$ cat src/rtl/morse_disp_pkg.sv
// Shared constants and types for the Morse display slot controller.
package morse_disp_pkg;

    localparam int NUM_SLOTS = 8;
    localparam int CHAR_W    = 6;
    localparam int IDX_W     = $clog2(NUM_SLOTS);

    localparam logic [CHAR_W-1:0] BLANK_CODE = CHAR_W'(6'h3F);
    localparam logic [IDX_W-1:0]  LAST_IDX   = IDX_W'(NUM_SLOTS - 1);
    localparam logic [IDX_W:0]    FULL_COUNT = (IDX_W + 1)'(NUM_SLOTS);

    typedef enum logic [1:0] {IDLE, WRITE, CLEAR, SCROLL} state_t;

    typedef enum logic [2:0] {
        BUF_NOP,
        BUF_WRITE,
        BUF_SHIFT,
        BUF_CLEAR,
        BUF_CLEAR_WRITE
    } buf_op_t;

endpackage

$ cat src/rtl/slot_shadow_buf.sv
// Shadow register file holding the code currently shown in each display slot.
// Supports write-at-index, shift-down-with-insert, clear-all and an async read port.
module slot_shadow_buf
    import morse_disp_pkg::*;
(
    input  logic              clk_100Mhz,
    input  logic              reset,
    input  buf_op_t           op,
    input  logic [IDX_W-1:0]  wr_idx,
    input  logic [CHAR_W-1:0] wr_data,
    input  logic [IDX_W-1:0]  rd_idx,
    output logic [CHAR_W-1:0] rd_data
);

    logic [CHAR_W-1:0] slots [NUM_SLOTS];

    // NOTE: this small register file is reset on purpose so the shadow
    // always agrees with the blanked display; it is flops, not a RAM.
    always_ff @(posedge clk_100Mhz or negedge reset) begin
        if (!reset) begin
            for (int k = 0; k < NUM_SLOTS; k++) slots[k] <= BLANK_CODE;
        end else begin
            case (op)
                BUF_WRITE: slots[wr_idx] <= wr_data;
                BUF_SHIFT: begin
                    for (int k = 0; k < NUM_SLOTS - 1; k++) slots[k] <= slots[k+1];
                    slots[NUM_SLOTS-1] <= wr_data;
                end
                BUF_CLEAR: begin
                    for (int k = 0; k < NUM_SLOTS; k++) slots[k] <= BLANK_CODE;
                end
                BUF_CLEAR_WRITE: begin
                    // The later assignment to wr_idx overrides the blanking.
                    for (int k = 0; k < NUM_SLOTS; k++) slots[k] <= BLANK_CODE;
                    slots[wr_idx] <= wr_data;
                end
                default: ;
            endcase
        end
    end

    assign rd_data = slots[rd_idx];

endmodule

$ cat src/rtl/display_slot_ctrl.sv
// Sequences decoder writes for received Morse characters: fill, then scroll or wrap.
// Define DISP_SCROLL_EN for scrolling on a full display; default build wraps to slot 0.
module display_slot_ctrl
    import morse_disp_pkg::*;
(
    input  logic              clk_100Mhz,
    input  logic              reset,
    input  logic              rx_valid,
    input  logic [CHAR_W-1:0] rx_char,
    output logic              rx_ready,
    input  logic              clr,
    output logic              data_valid,
    output logic [IDX_W-1:0]  char_index,
    output logic [CHAR_W-1:0] char_data,
    output logic              busy,
    output logic [IDX_W:0]    fill_count
);

    state_t            state;
    logic [IDX_W-1:0]  slot_cnt;
    buf_op_t           buf_op;
    logic [IDX_W-1:0]  buf_idx;
    logic [CHAR_W-1:0] shadow_rd;
    logic              full;

    assign full     = (fill_count == FULL_COUNT);
    assign rx_ready = (state == IDLE) && !clr;
    assign busy     = (state == CLEAR) || (state == SCROLL);

    always_comb begin
        buf_op  = BUF_NOP;
        buf_idx = fill_count[IDX_W-1:0];
        if (state == IDLE) begin
            if (clr) begin
                buf_op = BUF_CLEAR;
            end else if (rx_valid) begin
                if (!full) begin
                    buf_op = BUF_WRITE;
                end else begin
`ifdef DISP_SCROLL_EN
                    buf_op = BUF_SHIFT;
`else
                    buf_op  = BUF_CLEAR_WRITE;
                    buf_idx = '0;
`endif
                end
            end
        end
    end

    slot_shadow_buf u_shadow (
        .clk_100Mhz (clk_100Mhz),
        .reset      (reset),
        .op         (buf_op),
        .wr_idx     (buf_idx),
        .wr_data    (rx_char),
        .rd_idx     (slot_cnt),
        .rd_data    (shadow_rd)
    );

    // NOTE: all state and decoder outputs use non-blocking assignments so every
    // branch sees the pre-edge values of state, slot_cnt and fill_count.
    always_ff @(posedge clk_100Mhz or negedge reset) begin
        if (!reset) begin
            state      <= CLEAR;
            slot_cnt   <= '0;
            fill_count <= '0;
            data_valid <= 1'b0;
            char_index <= '0;
            char_data  <= '0;
        end else begin
            data_valid <= 1'b0;
            case (state)
                IDLE: begin
                    if (clr) begin
                        state    <= CLEAR;
                        slot_cnt <= '0;
                    end else if (rx_valid) begin
                        if (!full) begin
                            state      <= WRITE;
                            data_valid <= 1'b1;
                            char_index <= fill_count[IDX_W-1:0];
                            char_data  <= rx_char;
                            fill_count <= fill_count + 1'b1;
                        end else begin
                            state    <= SCROLL;
                            slot_cnt <= '0;
`ifdef DISP_SCROLL_EN
                            fill_count <= FULL_COUNT;
`else
                            fill_count <= (IDX_W + 1)'(1);
`endif
                        end
                    end
                end
                WRITE: state <= IDLE;
                CLEAR, SCROLL: begin
                    // The shadow already holds the updated contents, so SCROLL just replays it.
                    data_valid <= 1'b1;
                    char_index <= slot_cnt;
                    char_data  <= (state == CLEAR) ? BLANK_CODE : shadow_rd;
                    slot_cnt   <= slot_cnt + 1'b1;
                    if (slot_cnt == LAST_IDX) begin
                        state <= IDLE;
                        if (state == CLEAR) fill_count <= '0;
                    end
                end
                default: state <= IDLE;
            endcase
        end
    end

endmodule

$ cat config.mk
export PLATFORM = sky130hd
export DESIGN_NAME = display_slot_ctrl
export DESIGN_NICKNAME = d
export VERILOG_FILES = /design/src/rtl/morse_disp_pkg.sv /design/src/rtl/slot_shadow_buf.sv /design/src/rtl/display_slot_ctrl.sv
export SDC_FILE = /design/constraint.sdc
export NUM_CORES = 1
export LEC_CHECK = 0
export ABC_AREA = 1
export CAP_MARGIN = 20
export CORE_MARGIN = 5
export CORE_UTILIZATION = 50
export DETAILED_ROUTE_END_ITERATION = 6
export MAX_ROUTING_LAYER = met4
export PLACE_DENSITY = 0.67
export SYNTH_ARGS = -nofsm -noshare
export SYNTH_HDL_FRONTEND = slang
export SYNTH_SLANG_ARGS = --single-unit
$ cat constraint.sdc
create_clock -name clk_100Mhz -period 5.4 [get_ports clk_100Mhz]
set_clock_uncertainty 0.15 [all_clocks]
set_input_delay 1.08 -clock clk_100Mhz [delete_from_list [all_inputs] [get_ports clk_100Mhz]]
set_output_delay 1.08 -clock clk_100Mhz [all_outputs]
set_load 0.03 [all_outputs]
==> results.md, run 1 <==
- Initial antenna violation count: 0
- Syn_area_per_cell: 7.56 µm²
- Worst ir drop on vdd: 0.287 mV
- PwrDens: 614 nW/µm²
- Final WS setup: roughly 1.6 ns
- Synthesis-stage register bit count: 67
- RSZ-0062 raised after global routing: no
- Fin Setup TNS: 0 ns
- Fin crit period: roughly 3.8 ns
- Final GP Congestion: 0.888
- CP Data Required Time: roughly 4.2 ns
- Final setup fails: 0
- Number of H-tree levels: 3
- Synth Instances: just over 500
- Fraction of layout instances using a drive strength above 1: 19.1%
- Number of max-cap violations: 0
- CTS resizes: 0
- Vias in the first global route: roughly 3400
- Final worst path period share: 69.5%
- Vias per cell: 5.49
- Max Transition Viols Final: 0
- Gate power share: 44.3%
- Design Power: 2620 µW
- Cts hold-fix bufs: 0
- Fillers: 742
- Dpl hpwl: 7300 µm
- Fmax: 0.266 GHz
- Fin nets: 537
- Critical Path Source Type: input pin
- Psw: 1210 µW
- Post-Route WL: about 11000 µm
- IO Pins: 26
- Gr ovfl total: 0
- Syn nets: 527
- Seq pwr share: 41.2%
- Area of the die: 9610 µm²
- Crit path kind: input pin to output port
- Port Buffers: 25
- Initial Util: 50.7%
- Remaining DRCs: 0
- Commonest non-fill, non-tap cell in the layout: nand2_1
- Tot GR Track Use: 23.4%
- Drt first pass iters: 5
- CTS sink cnt: 67
- Hold Vio Cnt, Final: 0
- Post-synthesis sequential area ratio: 44.8%
- Worst slew pin tran: about 0.94 ns
- DR iter-0 viols: 222
- Area grow syn2layout: 10.3%
- Post-route antenna net violation count: 0
- Skew-Pair Late Insertion Delay: ~0.36 ns
- Critical R2R Launch: fill_count[0]
- Die Span Y: 98.0 µm
- Vias: 3460
- Yosys warns: 0
- Crit Path Max Fanout: 4
- Clock Root Buffer: clkbuf_8
- Distinct cells, synth: 30
- WP data arrival: 2.53 ns
- Ant. Diodes: 0
- Setup bufs post-CTS: 0
- Worst Hold Class: register to register
- P_int: 1410 µW
- Worst slew margin: a little under two fifths
- Clock power share: between 10% and 20%
- Maximum number of pins on one net before global-route repair: 36
- Post-DR wirelength/cell: approximately 17 µm
- Pre-CTS setup slack: 1.64 ns
- CTS Buffer Depth: 2
- Final Util: 55.9%
- Outcome: complete, no violations
- TritonCTS clock tree: done
- Core ar.: 7650 µm²
- Die X: roughly 100 µm
- Net Sw Frac: around 46%
- Leakage power: 0.00196 µW
- Most frequent cells in the layout: nand2_1 (190), nand3_1 (93), dfstp_2 (49)
- CTS buffer count: 9
- Syn Std Cell Area: approximately 3900 µm²
- First-pass GRT wire length: 17200 µm
- Row cnt: 32
- Reg clk slew, reported paths: 0.08 ns
- Worst setup EP type: output port
- CP startpoint: clr
[synth_stat cells]
cell	instances	area (µm²)
nand2_1	190	713
nand3_1	93	465
dfstp_2	49	1290
nor2_1	32	120
inv_1	22	82.6
dfrtp_1	18	450
o21ai_0	16	80.1
clkbuf_1	11	41.3
buf_2	9	45.0
nand2_2	9	56.3
o21ai_1	7	35.0
a21oi_1	6	30.0
o211ai_1	6	45.0
buf_6	5	56.3
nor2_2	5	31.3
a21oi_2	4	35.0
ha_1	4	50.1
inv_2	4	15.0
a21oi_4	3	48.8
nand3_2	3	30.0
nor2_4	3	33.8
a31oi_1	2	12.5
buf_4	2	15.0
nand2_4	2	22.5
nand4_1	2	12.5
xor2_1	2	17.5
nor2_8	1	20.0
nor3_2	1	10.0
o31ai_1	1	7.51
or2_1	1	6.26
[critical path: stages]
cell,delay [ns]
clkdlybuf4s50_1,0.45
inv_1,0.19
nand2_1,0.09
inv_1,0.06
clkdlybuf4s50_1,0.66
[area by class of cell]
class                   count  area, µm²  share of cell area (%)
well taps                 102        128                    2.98
flip-flops and latches     67       1740                    40.6
clock buffers               9        124                    2.90
clock inverters             7       53.8                    1.26
inverters                  26       97.6                    2.28
multi-input cells         393       1880                    44.0
repair buffers             26        253                    5.91
[cells by family after synthesis]
| family | after synthesis | share of synthesized area [%] |
|---|---|---|
| xor+xnor | 2 | 0.452 |
| fa+ha+maj | 4 | 1.29 |
| flops | 67 | 44.8 |
| buf+inv | 53 | 6.58 |
| compound gates | 45 | 7.59 |
| simple gates | 342 | 39.3 |
[worst paths after layout]
kind | end | slack, ns | cells past startpoint
max | rx_ready | 1.64 | 5
min | register | 0.32 | 2
max in group asynchronous | async pin | 3.51 | 2
max reg2reg | register | 2.37 | 9
min reg2reg | register | 0.32 | 2
min in group asynchronous | char_data[3] | 0.62 | 1
[routing by layer]
metal | GRT usage [%] | up-vias | wire length, µm
met2 | 36.1 | 97 | 4980
met3 | 3.71 | 20 | 461
met5 | - | - | 0
li1 | - | 1682 | -
met1 | 31.4 | 1661 | 4880
met4 | 8.52 | 0 | 233
[power by group through the flow]
stage | registers [µW] | clock network (µW) | logic [µW]
global route | 1110 | 415 | 1300
CTS | 1070 | 388 | 1160
global placement | 1070 | 0 | 1140
finish | 1080 | 382 | 1160
detailed placement | 1080 | 0 | 1160
floorplan | 1050 | 0 | 846
[stage by stage]
step / hold slack, ns / instances / cell area (µm²)
after global routing: 0.329 / 630 / 4280
after floorplan: 0.293 / 513 / 3880
after CTS: 0.317 / 630 / 4280
after global placement: 0.300 / 614 / 4100
final: 0.316 / 630 / 4280
after detailed placement: 0.305 / 614 / 4100
(Power assumes the default switching activity.)
==> inputs of run 2 (changes only) <==
Clock period 5.4 ns to 3.5 ns, I/O delays scaled along.
==> run 2 against run 1 <==
Hold slack got worse by 0.14 ns. Core utilization rose by 0.52 points. Register-to-register slack worse by 1.3 ns. Largest cell class unchanged. Flip-flop and latch count is the same. Critical path type unchanged. Routed wire length down 3.4%.
==> results.md, run 2 (synthesized netlist as in run 1, its figures left out) <==
- Hold slack: 0.172 ns (-0.144 ns)
- Fin nets: 541 (+0.74%)
- Fraction of layout instances using a drive strength above 1: 19.7% (+0.61 points)
- Area of the die: 9610 µm² (unchanged)
- Clock Root Buffer: clkbuf_8
- IO Pins: 26 (unchanged)
- Max Transition Viols Final: 0 (unchanged)
- Post-Route WL: 10200 µm (-3.4%)
- Core ar.: 7650 µm² (unchanged)
- Fmax: about 0.34 GHz
- Critical Path Sink: rx_ready
- WP data arrival: 2.13 ns (-0.40 ns)
- CTS sink cnt: 67 (unchanged)
- Worst ir drop on vdd: 0.464 mV (+62%)
- TritonCTS clock tree: done
- Area grow syn2layout: 11.4%
- Post-route antenna net violation count: 0 (unchanged)
- Critical Path Source Type: input pin
- Drt first pass iters: 5 (unchanged)
- Die X: 98.0 µm (unchanged)
- Vias in the first global route: 3400 (+0.62%)
- Setup bufs post-CTS: 0 (unchanged)
- Initial antenna violation count: 0 (unchanged)
- Outcome: complete, no violations
- Leakage power: 0.00200 µW (+1.6%)
- Hold Vio Cnt, Final: 0 (unchanged)
- Worst setup EP type: output port
- Final setup fails: 0 (unchanged)
- Die Span Y: 98.0 µm (unchanged)
- Commonest non-fill, non-tap cell in the layout: nand2_1
- Fin crit period: roughly 3.0 ns
- Row cnt: 32 (unchanged)
- CP Data Required Time: 2.65 ns (-1.52 ns)
- Ant. Diodes: 0 (unchanged)
- Port Buffers: 25 (unchanged)
- Gr ovfl total: 0 (unchanged)
- Register-to-Register Path Depth: 9 (unchanged)
- Design Power: 4080 µW (+55%)
- Critical R2R Launch: fill_count[1]
- Wire length on met3: 589 µm (+28%)
- Number of H-tree levels: 3 (unchanged)
- Worst Hold Class: input pin to async pin
- First-pass GRT wire length: 16900 µm (-1.8%)
- Most frequent cells in the layout: nand2_1 (190), nand3_1 (93), dfstp_2 (49)
- Crit Path Max Fanout: 4 (unchanged)
- DR iter-0 viols: 231 (+4.1%)
- Final Util: 56.4% (+0.52 points)
- Final GP Congestion: 0.927 (+4.4%)
- Met2 routed WL: 4760 µm (-4.4%)
- Vias per cell: 5.52 (+0.49%)
- Worst slew pin tran: 0.760 ns (-0.181 ns)
- CTS Buffer Depth: 2 (unchanged)
- CTS buffer count: 9 (unchanged)
- Final worst path period share: 85.2%
- CTS resizes: 0 (unchanged)
- Initial Util: 50.7% (unchanged)
- CP startpoint: clr
- Maximum number of pins on one net before global-route repair: 33 (-8.3%)
- Fin Setup TNS: 0 ns (unchanged)
- PwrDens: 945 nW/µm² (+54%)
- Fillers: 716 (-3.5%)
- Tot GR Track Use: 23.0% (-0.46 points)
- Skew-Pair Late Insertion Delay: 0.36 ns (about the same)
- Number of max-cap violations: 0 (unchanged)
- RSZ-0062 raised after global routing: no
- M1 WL: 4520 µm (-7.4%)
- Crit path kind: input pin to output port
- Remaining DRCs: 0 (unchanged)
- Vias: 3499 (+1.1%)
- Post-DR wirelength/cell: 16.1 µm (-4.0%)
- Worst slew margin: 49.0% (+12 points)
- Uppermost layer routed: met4
- Dpl hpwl: 7260 µm (-0.54%)
- Reg clk slew, reported paths: 0.08 ns (about the same)
- Cts hold-fix bufs: 0 (unchanged)
- Flop2flop setup slack: 1.05 ns (-1.32 ns)
## run 2: through the flow
stage / instances / area [µm²] / setup slack [ns]
finish: 634 / 4320 / 0.520
detailed placement: 618 / 4130 / 0.519
global route: 634 / 4320 / 0.448
CTS: 634 / 4320 / 0.518
global placement: 618 / 4130 / 0.532
floorplan: 513 / 3880 / 1.23
## run 2: worst max-delay path, cell delays in order
cell and delay, ns:
clkdlybuf4s50_1 0.45, inv_1 0.19, nand2_1 0.08, inv_1 0.06, clkdlybuf4s50_1 0.66
## run 2: cell type report
type                       count  area (µm²)  share of cell area [%]
clock inverter                 5        35.0                   0.812
inverter                      26        97.6                    2.26
multi-input combinational    393        1880                    43.6
clock buffer                  11         153                    3.54
timing repair buffer          30         283                    6.55
tap                          102         128                    2.96
sequential                    67        1740                    40.3
## run 2: how the worst min path moves through the flow
stage                        start            to  depth (start not counted)
after floorplan              reset  char_data[0]                          0
after global placement    register      register                          2
after detailed placement  register      register                          2
after CTS                    reset  char_data[4]                          1
after global routing         reset  char_data[4]                          1
final                        reset    data_valid                          1
## run 2: power breakdown
| group | internal (µW) | total, µW | switching [µW] |
|---|---|---|---|
| Sequential | 1310 | 1620 | 308 |
| Clock | 301 | 614 | 313 |
| Combinational | 625 | 1850 | 1220 |
## run 2: routing by layer
metal / vias to the layer above / global-route usage, %
met2: 122 / 34.7
li1: 1688 / -
met5: - / -
met4: 0 / 9.16
met3: 31 / 5.36
met1: 1658 / 29.9
